===== src/rtl/moving_avg_pkg.sv =====
// Shared types and helpers for the multi-channel moving-average filter.
// Per-channel state uses fixed maximum widths (LOG2_MAX_DEPTH <= 15, DATA_W + LOG2_MAX_DEPTH <= 32).
package moving_avg_pkg;

  localparam int MAX_PTR_W = 16;
  localparam int MAX_ACC_W = 32;

  typedef struct packed {
    logic [MAX_PTR_W-1:0] wptr;
    logic [MAX_PTR_W-1:0] fill;
    logic [MAX_ACC_W-1:0] acc;
  } chan_state_t;

  function automatic int acc_w(input int data_w, input int log2_max_depth);
    return data_w + log2_max_depth;
  endfunction

  function automatic int clamp_win(input int k, input int max_k);
    return (k > max_k) ? max_k : k;
  endfunction

endpackage


===== src/rtl/mavg_hist_ram.sv =====
// Sample history storage for all channels, addressed {chan, ptr}.
// One synchronous write port, one combinational read port.
module mavg_hist_ram #(
  parameter int DATA_W = 12,
  parameter int CH_W   = 2,
  parameter int PTR_W  = 4
) (
  input  logic              clk,
  input  logic              wr_en,
  input  logic [CH_W-1:0]   wr_chan,
  input  logic [PTR_W-1:0]  wr_ptr,
  input  logic [DATA_W-1:0] wr_data,
  input  logic [CH_W-1:0]   rd_chan,
  input  logic [PTR_W-1:0]  rd_ptr,
  output logic [DATA_W-1:0] rd_data
);

  logic [DATA_W-1:0] mem [1 << (CH_W + PTR_W)];

  always_ff @(posedge clk) begin
    if (wr_en) mem[{wr_chan, wr_ptr}] <= wr_data;
  end

  assign rd_data = mem[{rd_chan, rd_ptr}];

endmodule


===== src/rtl/moving_avg_filter.sv =====
// Multi-channel boxcar filter: running sum per channel, mean over 2**k samples by shift.
// Define MOVING_AVG_ROUND_EN for round-half-up output instead of truncation.
module moving_avg_filter
  import moving_avg_pkg::*;
#(
  parameter int DATA_W         = 12,
  parameter int CHANNELS       = 4,
  parameter int LOG2_MAX_DEPTH = 4,
  parameter int CH_W           = (CHANNELS > 1) ? $clog2(CHANNELS) : 1,
  parameter int WL_W           = $clog2(LOG2_MAX_DEPTH + 1)
) (
  input  logic              clk,
  input  logic              reset,
  input  logic              in_valid,
  input  logic [CH_W-1:0]   in_chan,
  input  logic [DATA_W-1:0] in_data,
  input  logic [WL_W-1:0]   win_log2,
  input  logic              clear,
  output logic              out_valid,
  output logic [CH_W-1:0]   out_chan,
  output logic [DATA_W-1:0] out_data,
  output logic              out_primed
);

  localparam int DEPTH = 1 << LOG2_MAX_DEPTH;
  localparam int PTR_W = LOG2_MAX_DEPTH;
  localparam int ACC_W = acc_w(DATA_W, LOG2_MAX_DEPTH);
  localparam logic [MAX_PTR_W-1:0] PTR_MASK = MAX_PTR_W'(DEPTH - 1);
  localparam logic [MAX_PTR_W-1:0] FILL_MAX = MAX_PTR_W'(DEPTH);

  chan_state_t state [CHANNELS];
  chan_state_t cur, nxt;
  logic [WL_W-1:0] k_reg, k_eff;
  logic flush, accept, chan_ok, primed_new;
  logic [CH_W-1:0] chan_idx;
  logic [MAX_PTR_W-1:0] win;
  logic [PTR_W-1:0] win_lo, wptr_lo, rd_ptr;
  logic [DATA_W-1:0] rd_data, old;

  // Divide by 2**k with optional round-half-up; clips to the full-scale sample.
  function automatic logic [DATA_W-1:0] scale(input logic [ACC_W-1:0] acc,
                                               input logic [WL_W-1:0] k);
    logic [ACC_W:0] sum;
    logic [ACC_W:0] q;
    sum = {1'b0, acc};
`ifdef MOVING_AVG_ROUND_EN
    if (k != '0) sum = sum + ((ACC_W+1)'(1) << (k - 1'b1));
`endif
    q = sum >> k;
    if (q > (ACC_W+1)'({DATA_W{1'b1}})) return '1;
    return q[DATA_W-1:0];
  endfunction

  always_comb begin
    k_eff    = WL_W'(clamp_win(int'(win_log2), LOG2_MAX_DEPTH));
    flush    = clear || (k_eff != k_reg);
    chan_ok  = int'(in_chan) < CHANNELS;
    accept   = in_valid && !flush && chan_ok;
    chan_idx = chan_ok ? in_chan : '0;
    cur      = state[chan_idx];
    win      = MAX_PTR_W'(1) << k_eff;
    win_lo   = PTR_W'(1) << k_eff;
    wptr_lo  = cur.wptr[PTR_W-1:0];
    // Full-depth window wraps win_lo to 0, reading the slot about to be overwritten.
    rd_ptr   = wptr_lo - win_lo;
    old      = (cur.fill >= win) ? rd_data : '0;
    nxt.wptr = (cur.wptr + MAX_PTR_W'(1)) & PTR_MASK;
    nxt.fill = (cur.fill >= FILL_MAX) ? FILL_MAX : cur.fill + MAX_PTR_W'(1);
    nxt.acc  = cur.acc + MAX_ACC_W'(in_data) - MAX_ACC_W'(old);
    primed_new = nxt.fill >= win;
  end

  mavg_hist_ram #(
    .DATA_W (DATA_W),
    .CH_W   (CH_W),
    .PTR_W  (PTR_W)
  ) u_hist (
    .clk     (clk),
    .wr_en   (accept),
    .wr_chan (chan_idx),
    .wr_ptr  (wptr_lo),
    .wr_data (in_data),
    .rd_chan (chan_idx),
    .rd_ptr  (rd_ptr),
    .rd_data (rd_data)
  );

  // State update: read-modify-write completes in one cycle, so back-to-back samples see fresh state
  always_ff @(posedge clk) begin
    if (reset) k_reg <= '0;
    else       k_reg <= k_eff;
    for (int c = 0; c < CHANNELS; c++) begin
      if (reset || flush)                      state[c] <= '0;
      else if (accept && chan_idx == CH_W'(c)) state[c] <= nxt;
    end
  end

  // Output register: one-cycle latency
  always_ff @(posedge clk) begin
    if (reset) begin
      out_valid  <= 1'b0;
      out_chan   <= '0;
      out_data   <= '0;
      out_primed <= 1'b0;
    end else begin
      out_valid <= accept;
      if (accept) begin
        out_chan   <= chan_idx;
        out_data   <= scale(ACC_W'(nxt.acc), k_eff);
        out_primed <= primed_new;
      end
    end
  end

endmodule


===== config.mk =====
export PLATFORM = sky130hd
export DESIGN_NAME = moving_avg_filter
export DESIGN_NICKNAME = d
export VERILOG_FILES = /design/src/rtl/moving_avg_pkg.sv /design/src/rtl/mavg_hist_ram.sv /design/src/rtl/moving_avg_filter.sv
export SDC_FILE = /design/constraint.sdc
export NUM_CORES = 1
export LEC_CHECK = 0
export BUFFER_PORTS_ARGS = -buffer_cell sky130_fd_sc_hd__buf_2
export CAP_MARGIN = 10
export CELL_PAD_IN_SITES_DETAIL_PLACEMENT = 1
export CELL_PAD_IN_SITES_GLOBAL_PLACEMENT = 1
export CORE_MARGIN = 8
export CORE_UTILIZATION = 55
export DETAILED_ROUTE_END_ITERATION = 8
export PLACE_DENSITY = 0.88
export RECOVER_POWER = 100
export SLEW_MARGIN = 20
export SYNTH_ARGS = -nofsm -noshare
export SYNTH_HDL_FRONTEND = slang
export SYNTH_HIERARCHICAL = 1
export SYNTH_SLANG_ARGS = --single-unit

===== constraint.sdc =====
create_clock -name clk -period 22.8 [get_ports clk]
set_input_delay 2.28 -clock clk [delete_from_list [all_inputs] [get_ports clk]]
set_output_delay 2.28 -clock clk [all_outputs]
set_load 0.02 [all_outputs]

==> flow_summary.toml, run 1 <==
[logic_synthesis]
yosys.area.top_type_share_pct = 71.70
ys_types = 67
syn_inst = 2040
yosys.area.top_type = "edfxtp_1"
synthArstFlopShare_pct = 0
netlist_area_um2 = 38200
avgSynthCellArea_um2 = 18.72
ys_ff_latch = 931
synth_edf_count = 912
yosysWarningCount = 6
synth_area_leaders = "edfxtp_1 (72%), mux4_2 (13%), nor2_1 (2.1%)"
ys.flop_type = "edfxtp_1"
yosysSeqAreaShare_pct = 72.70

[setup_path]
start_kind = "primary input"
reg2reg_from = "state[2][48]"
crit_required_ns = 23.27
cp.arrival_ns = 16.34
cp_slowest_stage_delay_ns = 3.21
r2r-end = "out_data[8]"
worstPathCellList = "buf_4, clkbuf_1, mux4_2, inv_1, fa_1, inv_6, clkbuf_1, mux4_2, o22ai_1, nor3_1, a22o_1, and2_0, fa_1, inv_1, ha_1, nor2b_1, o31a_1, o311ai_0, a21oi_1, a2111oi_4, a211oi_2, nor3_1, a311oi_1"
crit_path_max_fanout = 84
cp.depth = 23
ff2ff_setup_slack_ns = 10.76
crit_buf_inv = 6
cpMaxStageDelayCell = "clkbuf_1"
endpoint = "out_data[8]"
setup.worst_path.class = "in2reg"
reg2regPathDepth = 22
cpLargestDelayFamily = "buffers and inverters"
endpoint_kind = "flop"
crit_path_start = "in_chan[0]"

[grt]
grt-ovfl-total = 0
track_usage_pct = 27.27
grt_pass1_vias = 22170
antenna_found_initial = 1
grt_max_degree = 118
grt_first_pass_wirelength_mm = 155.5

[clocking]
cts_htree_levels = 3
clock_path_buffers = 3
cts_hold_buf = 0
clkSinkCount = 931
numCtsBuffers = 91
cts-root-buf = "clkbuf_16"
cts_tree = "yes"
clk-insertion-delay-late_ns = 0.67
cts_resized = 0
path_clk_slew_ns = 0.06
post_cts_buffers = 0

[timing]
post-route-min-period_ns = 15.88
max_slew.worst_pin.slew_ns = 4.464
rsz0062_at_grt = "false"
period_share_pct = 69.64
final_max_slew_viol_count = 1090
setup-violations-final = 0
hold_viol = 0
relSlewSlack_pct = -197.6
fin_tns_setup_ns = 0
skew_ns = 0.03311
fmax_mhz = 62.98

[power_and_ir_drop]
power_density_nw_per_um2 = 95.64
max-vdd-ir-drop_v = 0.00007722
p_leak_nw = 13.73

[outcome]
violations = "capacitance limit, slew limit"
outcome = "complete, but fails checks"

[floorplanning]
start_util_pct = 55.59
core-area_um2 = 68710
num_rows = 96
dieArea_um2 = 78130
boundaryPins = 37
chipHeight_um = 279.5
die_width_um = 279.5

[finish]
fin_util_pct = 61.90
final_common_cell = "edfxtp_1"
regMostFlops = "u_hist/mem"
layout_common_cells = "edfxtp_1 (912), mux4_2 (225), nor2_1 (217), clkbuf_1 (95), clkbuf_16 (94)"
area_growth_syn_to_layout_pct = 11.34
reg_top3 = "u_hist/mem: 768 flops, state: 144 flops, out_data: 12 flops"
final_layout_size_suffix_gt1_share_pct = 18.12
layout.nets = 2251
largest_reg_flops = 768

[worst_hold_path]
hold_path_class = "reg2reg"
whs_path_depth = 2

[drt]
vias = 21340
drc = 0
antenna_left = 0
routed_wl_mm = 107.6
vias_per_cell = 6.701
post_drt_wl_per_cell_um = 33.80
first_pass_iters = 8
drt-initial-drc-count = 2749

[place]
gp_congestion = 0.8921
port_buffers = 36
dp_hpwl_mm = 62.82

[job]
maxCapViolCount = 27
cells in the mapped netlist, drive strengths merged (19+ instances only):
library cell,count
o22ai,24
inv,69
clkbuf,51
o21ai,40
buf,52
nand2b,25
ha,37
edfxtp,912
nand3,23
dfxtp,19
mux4,225
nor2,217
a211oi,24
a21oi,30
nand2,48
mux2i,24
layer usage:
metal	share of wire [%]	vias to the layer above	GRT usage, %	wire length (µm)
met4	4.7	0	11.52	5054
met5	0	-	0	0
met3	9.4	316	5.317	10140
met1	36	11180	35.04	38840
li1	-	8423	-	-
met2	50	1421	45.62	53590
cells by family (layout without fill, tap and decap cells):
logic type,count (synthesis),after routing,share of synthesized area [%]
compound gates,211,211,3.843
mux,259,259,14.19
fa+ha+maj,50,50,1.893
simple gates,392,392,4.701
flops,931,931,72.70
xor+xnor,23,23,0.5274
other cells,2,54,0.01966
buf+inv,172,333,2.129
cell type report:
cell class / count / area (µm²)
Sequential cell: 931 / 27770
Fill cell: 5926 / 26180
Multi-Input combinational cell: 988 / 9817
Clock buffer: 110 / 2412
Tap cell: 931 / 1165
Clock inverter: 55 / 661.9
Timing Repair Buffer: 99 / 430.4
Inverter: 69 / 271.5
Antenna cell: 1 / 2.502
where the power goes:
group / leakage, nW / internal, mW / switching [mW] / total, mW
logic: 3.50 / 0.198 / 0.388 / 0.586
clock network: 1.50 / 0.914 / 0.668 / 1.58
registers: 8.73 / 1.89 / 0.00562 / 1.90
total: 13.7 / 3.01 / 1.06 / 4.07
worst min-delay path by stage:
stage | start | slack (ns) | to
4_1_cts | out_chan[1] | 0.47 | out_chan[1]
6_report | out_chan[1] | 0.47 | out_chan[1]
2_1_floorplan | out_chan[0] | 0.53 | out_chan[0]
3_5_place_dp | out_chan[1] | 0.46 | out_chan[1]
3_3_place_gp | out_chan[1] | 0.44 | out_chan[1]
5_1_grt | out_chan[1] | 0.49 | out_chan[1]
tightest hold or removal path, stage by stage (launching register included):
cell     delay, ns
dfxtp_1       0.31
nand2_1       0.06
a21oi_1       0.06
through the flow:
stage / total power [mW] / area, µm² / hold WS, ns / setup slack [ns] / std cells
2_1_floorplan: 2.295 / 38390 / 0.5345 / 14.09 / 2091
3_3_place_gp: 2.454 / 39720 / 0.4439 / 11.90 / 3018
3_5_place_dp: 2.487 / 39760 / 0.4589 / 11.50 / 3018
4_1_cts: 4.062 / 42830 / 0.4670 / 12.02 / 3183
5_1_grt: 4.150 / 42520 / 0.4917 / 6.166 / 3183
6_report: 4.067 / 42530 / 0.4701 / 6.922 / 3184
(Power assumes the default switching activity.)
==> run 2: changes to the inputs <==
- clock period: 22.8 -> 15.05 ns (I/O delays scaled with it)
==> run 2 against run 1 <==
  * The flow still finishes with violations (capacitance limit, slew limit)
  * Clock power up 47%
  * Critical endpoint is now out_data[10]
  * Sequential power rose by 52%
  * Power is 50% higher
  * Critical path depth unchanged
==> flow_summary.toml, run 2 (synthesized netlist as in run 1, its figures left out) <==
[finish]
layout_common_cells = "edfxtp_1 (912), mux4_2 (225), nor2_1 (217), clkbuf_1 (98), clkbuf_16 (95)"
layout.nets = 2258
largest_reg_flops = 768
final_common_cell = "edfxtp_1"
regMostFlops = "u_hist/mem"
final_layout_size_suffix_gt1_share_pct = 18.16
area_growth_syn_to_layout_pct = 11.20
reg_top3 = "u_hist/mem: 768 flops, state: 144 flops, out_data: 12 flops"

[clocking]
clk-insertion-delay-late_ns = 0.67
numCtsBuffers = 94
clkSinkCount = 931
clock_path_buffers = 3
cts_htree_levels = 3
post_cts_buffers = 0
cts_hold_buf = 0
cts_tree = "yes"
cts_resized = 0
cts-root-buf = "clkbuf_16"
path_clk_slew_ns = 0.06

[place]
dp_hpwl_mm = 62.98
pre_cts_slack_ns = 4.743
port_buffers = 36
gp_congestion = 0.8513

[floorplanning]
num_rows = 96
chipHeight_um = 279.5
core-area_um2 = 68710
die_width_um = 279.5
dieArea_um2 = 78130
start_util_pct = 55.59
boundaryPins = 37

[drt]
post_drt_wl_per_cell_um = 33.81
antenna_left = 0
first_pass_iters = 8
vias = 21370
vias_per_cell = 6.690
drc = 0
routed_wl_mm = 108.0
drt-initial-drc-count = 3129

[timing]
period_share_pct = 80.42
fin_tns_setup_ns = 0
hold_viol = 0
fmax_mhz = 82.62
setup-violations-final = 0
rsz0062_at_grt = "false"
relSlewSlack_pct = -156.1
final_max_slew_viol_count = 1045
post-route-min-period_ns = 12.10
max_slew.worst_pin.slew_ns = 3.841
worst_slack_ns = 2.947
skew_ns = 0.03430

[setup_path]
worstPathCellList = "clkbuf_1, mux4_2, inv_1, ha_1, fa_1, inv_6, buf_4, nand2b_1, o22ai_1, o21ai_0, a32o_1, and2_0, fa_1, inv_1, ha_1, nand2_1, nor4_1, o311ai_0, and4b_4, a2111oi_4, o31ai_1, nor3_4, o211ai_1"
reg2reg_from = "state[2][48]"
cp_slowest_stage_delay_ns = 1.99
crit_buf_inv = 5
cpMaxStageDelayCell = "clkbuf_1"
setup.worst_path.class = "in2reg"
crit_path_start = "in_chan[0]"
crit_path_max_fanout = 90
cp.arrival_ns = 12.64
start_kind = "primary input"
crit_required_ns = 15.58
cpLargestDelayFamily = "buffers and inverters"
endpoint_kind = "flop"

[grt]
grt_pass1_vias = 22720
antenna_found_initial = 2
grt_max_degree = 118
track_usage_pct = 27.67
grt-ovfl-total = 0
grt_first_pass_wirelength_mm = 158.3

[power_and_ir_drop]
p_leak_nw = 13.70
max-vdd-ir-drop_v = 0.0001139
power_density_nw_per_um2 = 143.4

[worst_hold_path]
min_from = "out_chan[0]"
hold_path_class = "reg2reg"

[outcome]
outcome = "complete, but fails checks"
violations = "capacitance limit, slew limit"

[job]
maxCapViolCount = 26
run 2: area by class of cell:
class	count	area, µm²
diodes	1	2.502
clock buffers	115	2452
clock inverters	57	563.0
fillers	5912	26230
inverters	69	271.5
multi-input cells	988	9796
flip-flops and latches	931	27770
well taps	931	1165
repair buffers	103	455.4
run 2: final timing paths:
path / slack (ns) / endpoint / cells past startpoint
worst max register to register: 5.64 / out_data[10] / 22
worst max-delay path: 2.95 / out_data[10] / 23
worst min-delay path: 0.47 / out_chan[0] / 2
worst min register to register: 0.47 / out_chan[0] / 2
run 2: layer usage:
| metal | vias to the layer above | track usage (%) | wire, µm |
|---|---|---|---|
| li1 | 8449 | - | - |
| met1 | 11090 | 35.36 | 38610 |
| met2 | 1468 | 45.46 | 52990 |
| met3 | 369 | 5.367 | 10320 |
| met4 | 0 | 13.92 | 6104 |
| met5 | - | 0 | 0 |
run 2: power by group:
part	internal [mW]	total (mW)	switching [mW]
sequential	2.87	2.88	0.00892
clock	1.30	2.33	1.03
combinational	0.296	0.882	0.586
total	4.47	6.09	1.62
run 2: worst register-to-register path: stages, from the launching register on:
cell and delay (ns):
edfxtp_1 0.39, mux4_2 0.64, inv_1 0.14, ha_1 0.24, fa_1 0.52, inv_6 0.71, buf_4 1.01, nand2b_1 0.30
o22ai_1 0.53, o21ai_0 0.31, a32o_1 0.49, and2_0 0.19, fa_1 0.50, inv_1 0.06, ha_1 0.38, nand2_1 0.16
nor4_1 0.54, o311ai_0 0.37, and4b_4 0.31, a2111oi_4 0.63, o31ai_1 0.26, nor3_4 0.43, o211ai_1 0.16
run 2: stage by stage:
stage | area [µm²] | hold WS, ns | utilization, % | power, mW | cells
2_1_floorplan | 38390 | 0.5345 | - | 3.476 | 2091
3_3_place_gp | 39750 | 0.4466 | 57.85 | 3.707 | 3022
3_5_place_dp | 39790 | 0.4639 | 57.92 | 3.773 | 3022
4_1_cts | 42810 | 0.4719 | 62.31 | 6.098 | 3194
5_1_grt | 42470 | 0.4941 | 61.82 | 6.235 | 3195
6_report | 42470 | 0.4729 | 61.82 | 6.092 | 3195
